**src/rtl/io_cond_pkg.sv**
```systemverilog
// io_cond_pkg: shared defaults and helpers for the input-conditioning blocks
package io_cond_pkg;
    localparam int SYNC_STAGES_DEF = 2;
    localparam int STABLE_CYCLES_DEF = 16;
    function automatic int cnt_width(input int stable_cycles);
        return $clog2(stable_cycles + 1);
    endfunction
endpackage

```
**src/rtl/debounce_ch.sv**
```systemverilog
// debounce_ch: one channel of synchronizer, mismatch counter, clean level and edge pulses
module debounce_ch
    import io_cond_pkg::*;
#(
    parameter int SYNC_STAGES = SYNC_STAGES_DEF,
    parameter int STABLE_CYCLES = STABLE_CYCLES_DEF,
    parameter logic RESET_LEVEL = 1'b0
) (
    input  logic clk,
    input  logic reset,
    input  logic raw,
    input  logic en,
    output logic level,
    output logic rise,
    output logic fall
);
    localparam int CW = cnt_width(STABLE_CYCLES);
    localparam logic [CW-1:0] LAST = CW'(STABLE_CYCLES - 1);
    logic [SYNC_STAGES-1:0] sync;
    logic [CW-1:0] cnt;
    logic s;
    assign s = sync[SYNC_STAGES-1];
    if (SYNC_STAGES < 2) begin : g_bad_sync
        $error("SYNC_STAGES must be at least 2");
    end
    if (STABLE_CYCLES < 1) begin : g_bad_stable
        $error("STABLE_CYCLES must be at least 1");
    end
    // A match with the clean level always restarts the count, even without en
    always_ff @(posedge clk or posedge reset) begin
        if (reset) begin
            sync  <= {SYNC_STAGES{RESET_LEVEL}};
            cnt   <= '0;
            level <= RESET_LEVEL;
            rise  <= 1'b0;
            fall  <= 1'b0;
        end else begin
            sync <= {sync[SYNC_STAGES-2:0], raw};
            rise <= 1'b0;
            fall <= 1'b0;
            if (s == level) cnt <= '0;
            else if (en && cnt == LAST) begin
                level <= s;
                cnt   <= '0;
                rise  <= s;
                fall  <= !s;
            end else if (en) cnt <= cnt + 1'b1;
        end
    end
endmodule

```
**src/rtl/dual_input_debounce.sv**
```systemverilog
// dual_input_debounce: two independent synchronize-and-debounce channels feeding the AND stage
module dual_input_debounce
    import io_cond_pkg::*;
#(
    parameter int SYNC_STAGES = SYNC_STAGES_DEF,
    parameter int STABLE_CYCLES = STABLE_CYCLES_DEF,
    parameter logic RESET_LEVEL = 1'b0
) (
    input  logic clk,
    input  logic reset,
    input  logic a_raw,
    input  logic b_raw,
    input  logic en,
    output logic a,
    output logic b,
    output logic a_rise,
    output logic a_fall,
    output logic b_rise,
    output logic b_fall
);
    debounce_ch #(.SYNC_STAGES(SYNC_STAGES), .STABLE_CYCLES(STABLE_CYCLES), .RESET_LEVEL(RESET_LEVEL)) u_a (
        .clk(clk), .reset(reset), .raw(a_raw), .en(en), .level(a), .rise(a_rise), .fall(a_fall)
    );
    debounce_ch #(.SYNC_STAGES(SYNC_STAGES), .STABLE_CYCLES(STABLE_CYCLES), .RESET_LEVEL(RESET_LEVEL)) u_b (
        .clk(clk), .reset(reset), .raw(b_raw), .en(en), .level(b), .rise(b_rise), .fall(b_fall)
    );
endmodule
```
**config.mk**
```make
export PLATFORM = sky130hd
export DESIGN_NAME = dual_input_debounce
export DESIGN_NICKNAME = d
export VERILOG_FILES = /design/src/rtl/io_cond_pkg.sv /design/src/rtl/debounce_ch.sv /design/src/rtl/dual_input_debounce.sv
export SDC_FILE = /design/constraint.sdc
export NUM_CORES = 1
export LEC_CHECK = 0
export ABC_AREA = 1
export BUFFER_PORTS_ARGS = -buffer_cell sky130_fd_sc_hd__clkbuf_2
export CAP_MARGIN = 20
export CELL_PAD_IN_SITES_DETAIL_PLACEMENT = 2
export CELL_PAD_IN_SITES_GLOBAL_PLACEMENT = 2
export CORE_ASPECT_RATIO = 1.25
export CORE_MARGIN = 2
export CORE_UTILIZATION = 35
export CTS_BUF_LIST = sky130_fd_sc_hd__clkbuf_8 sky130_fd_sc_hd__clkbuf_16
export DETAILED_ROUTE_END_ITERATION = 8
export PLACE_DENSITY_LB_ADDON = 0.1
export SKIP_CTS_REPAIR_TIMING = 1
export SYNTH_ARGS = -nofsm -noshare
export SYNTH_HDL_FRONTEND = slang
export SYNTH_HIERARCHICAL = 1
export SYNTH_SLANG_ARGS = --single-unit
```
**constraint.sdc**
```tcl
create_clock -name clk -period 1.76 [get_ports clk]
set_clock_uncertainty 0.1 [all_clocks]
set_input_delay 0.352 -clock clk [delete_from_list [all_inputs] [get_ports clk]]
set_output_delay 0.352 -clock clk [all_outputs]
set_load 0.05 [all_outputs]
```
==> metrics.cfg <==
[status]
status=finished, final reports clean

[layout]
antenna-diode-count=0
area_growth_syn_to_layout_pct=18.14
number_of_nets_in_the_finished_design=117
drive_above_1_share_pct=18.35
nFillCells=260

[grt]
gr-total-overflow=0
grt_max_degree=12
grt_util_all_layers_pct=16.34
number_of_antenna_violations_at_the_first_check_in_global_routing=0
grt_pass1_vias=727
wire_length_of_the_first_global_routing_pass_um=3208

[drt]
drt_drc_violations_left=0
route.final.wire_length_um=1942
vias_per_cell=4.721
drt-wirelength-per-cell_um=13.87
detailedRoute.firstIterationViolations=5
detailroute.via_count=661
ant_nets=0
drt_pass1_iterations=4

[clocking]
cts.reportedPaths.clkPinSlew_ns=0.07
cts_max_path_buffers=2
tritoncts_num_sinks=20
root_buffer_selected_by_cts=sky130_fd_sc_hd__clkbuf_8
cts_htree_levels=1
worst_skew_pair.late_latency_ns=0.25
tritoncts=yes
cts-buffers-inserted=3

[critical_path]
critical_path.endpoint=u_a/cnt[1]$_DFFE_PP0P_
timing.critical_path.required_ns=1.85
reg2reg_slack_ns=0.35
setup.worst_path.end_class=flip-flop
crit_arrival_ns=1.50
worst-r2r-cell-count=6
timing.critical_path.fanout_max=5
start_kind=flip-flop
timing.rr.end=u_a/cnt[1]$_DFFE_PP0P_
cp-startpoint=u_a/cnt[0]$_DFFE_PP0P_
rr_startpoint=u_a/cnt[0]$_DFFE_PP0P_
critical_path_class=flip-flop to flip-flop

[die]
floorplan.initialDensity_pct=37.56
io_pins=11
die_width_um=48.04
floorplan.core_area_mm2=0.002258
num_rows=19
die_height_um=59.05
die-area_mm2=0.002836

[power]
pwr_density_cell_mw_per_mm2=867.9
total_leakage_power_nw=0.5102
vdd_drop_max_uv=396.0

[timing]
min_period_ns=1.411
drv_slew=0
max_freq_ghz=0.7087
final_critical_path_setup_slack_ns=0.3489
finalSetupTns_ns=0
final_hold_viol_count=0
timing.max_slew.rel_slack_pct=72.39
rsz0062_at_grt=false
setup_violations=0
tightestPinTransition_ns=0.4137
layout_worst_path_cycle_share_pct=80.17

[placement]
dp_hpwl_um=1559
place_congestion=0.7740
portBuffers=10
dp_worst_setup_slack_ns=0.3554

[synthesis]
number_of_flip_flops_and_latches_in_the_synthesized_netlist=20
syn_nets=101
synth_area_um2=848.3
yosys.area.top_type_share_pct=59.00
synth_cells=94
ys_top_cells_by_area=sky130_fd_sc_hd__dfrtp_1 (59%), sky130_fd_sc_hd__nand2_1 (14%), sky130_fd_sc_hd__inv_1 (5.3%)
syn-mean-instance-area_um2=9.025
ys.warnings.count=6
seq_area_frac_synth_pct=59.00
post-synth-top-area-cell=sky130_fd_sc_hd__dfrtp_1
synth.distinct_cells=13

[min_path]
min-delay-path-class=input port to flip-flop

[run]
timing.max_cap.violations=0

-- through the flow --
| stage | hold WS [ns] | utilization [%] | power [W] | instances | instance area (um^2) |
|---|---|---|---|---|---|
| after floorplan | 0.09218 | - | 0.0005188 | 94 | 848.3 |
| after global placement | 0.2339 | 41.50 | 0.0005376 | 135 | 937.1 |
| after detailed placement | 0.2372 | 41.50 | 0.0005403 | 135 | 937.1 |
| after CTS | -0.03291 | 43.93 | 0.0008901 | 139 | 992.2 |
| after global routing | 0.09428 | 44.38 | 0.0009211 | 140 | 1002 |
| final | 0.1031 | 44.38 | 0.0008698 | 140 | 1002 |
-- cells by family (layout without fill, tap and decap cells) --
kind of cell	after synthesis	count (layout)	synth area share (%)
and+or+nand+nor	54	54	29.20
adders and majority gates	2	2	2.949
DFF	20	20	59.00
buffers and inverters	12	27	5.309
AOI/OAI and AO/OA	6	6	3.540
-- synthesized netlist by cell type, drive strengths merged --
| library cell | number |
|---|---|
| a21oi | 2 |
| dfrtp | 20 |
| ha | 2 |
| inv | 12 |
| nand2 | 32 |
| nand3 | 6 |
| nand4 | 2 |
| nor2 | 10 |
| nor3b | 2 |
| nor4 | 2 |
| o21ai | 4 |
-- how the worst min path moves through the flow --
| stage | from | end | slack (ns) | depth (start not counted) |
|---|---|---|---|---|
| 6_report | b_raw | u_b/sync[0]$_DFF_PP0_ | 0.10 | 1 |
| 5_1_grt | b_raw | u_b/sync[0]$_DFF_PP0_ | 0.09 | 1 |
| 4_1_cts | reset | u_b/rise$_DFF_PP0_ | -0.03 | 2 |
| 3_5_place_dp | u_b/sync[0]$_DFF_PP0_ | u_b/sync[1]$_DFF_PP0_ | 0.24 | 0 |
| 3_3_place_gp | u_a/sync[0]$_DFF_PP0_ | u_a/sync[1]$_DFF_PP0_ | 0.23 | 0 |
| 2_1_floorplan | reset | u_a/cnt[0]$_DFFE_PP0P_ | 0.09 | 1 |
-- critical path, cell delays in order (launching register included) --
cell and delay, ns:
sky130_fd_sc_hd__dfrtp_1 0.44, sky130_fd_sc_hd__ha_1 0.25, sky130_fd_sc_hd__nand3_2 0.12, sky130_fd_sc_hd__nor2_2 0.06, sky130_fd_sc_hd__nor2_1 0.23, sky130_fd_sc_hd__nand2_1 0.09
sky130_fd_sc_hd__nand2_1 0.07
-- layout make-up --
cell class	count	area [um^2]	area share, %
inverter	12	45.04	4.494
tap	31	38.79	3.870
sequential	20	500.5	49.94
clock buffer	4	55.05	5.493
timing repair buffer	11	60.06	5.993
multi-input combinational	62	302.8	30.21
-- flip-flops by register name (all words and copies together) (netlist names) --
signal / cells
u_b/sync: 2
u_b/fall: 1
u_a/level: 1
u_b/rise: 1
u_a/rise: 1
u_a/sync: 2
u_b/level: 1
u_b/cnt: 5
u_a/cnt: 5
u_a/fall: 1
-- metal layers --
metal | share of wire, % | track usage (%)
met1 | 38 | 17.91
met5 | 0 | 0
met3 | 2.1 | 2.744
met2 | 59 | 30.48
met4 | 0.72 | 4.633
-- cells in the final DEF (no fill, tap or decap) --
cell	synthesis	routed
sky130_fd_sc_hd__dlygate4sd3_1	0	1
sky130_fd_sc_hd__inv_1	12	12
sky130_fd_sc_hd__o21ai_0	4	4
sky130_fd_sc_hd__clkbuf_8	0	4
sky130_fd_sc_hd__nor2_2	4	4
sky130_fd_sc_hd__nor2_1	6	6
sky130_fd_sc_hd__ha_1	2	2
sky130_fd_sc_hd__nor4_1	2	2
sky130_fd_sc_hd__nor3b_1	2	2
sky130_fd_sc_hd__nand3_2	2	2
sky130_fd_sc_hd__dfrtp_1	20	20
sky130_fd_sc_hd__nand4_1	2	2
sky130_fd_sc_hd__nand3_1	4	4
sky130_fd_sc_hd__clkbuf_2	0	10
sky130_fd_sc_hd__nand2_1	32	32
sky130_fd_sc_hd__a21oi_1	2	2
-- power by group --
| group | internal (W) | total (W) | switching [W] |
|---|---|---|---|
| clock | 0.000199 | 0.000338 | 0.000139 |
| sequential | 0.000472 | 0.000485 | 0.0000129 |
| combinational | 0.0000151 | 0.0000471 | 0.0000320 |
(Power assumes the default switching activity.)
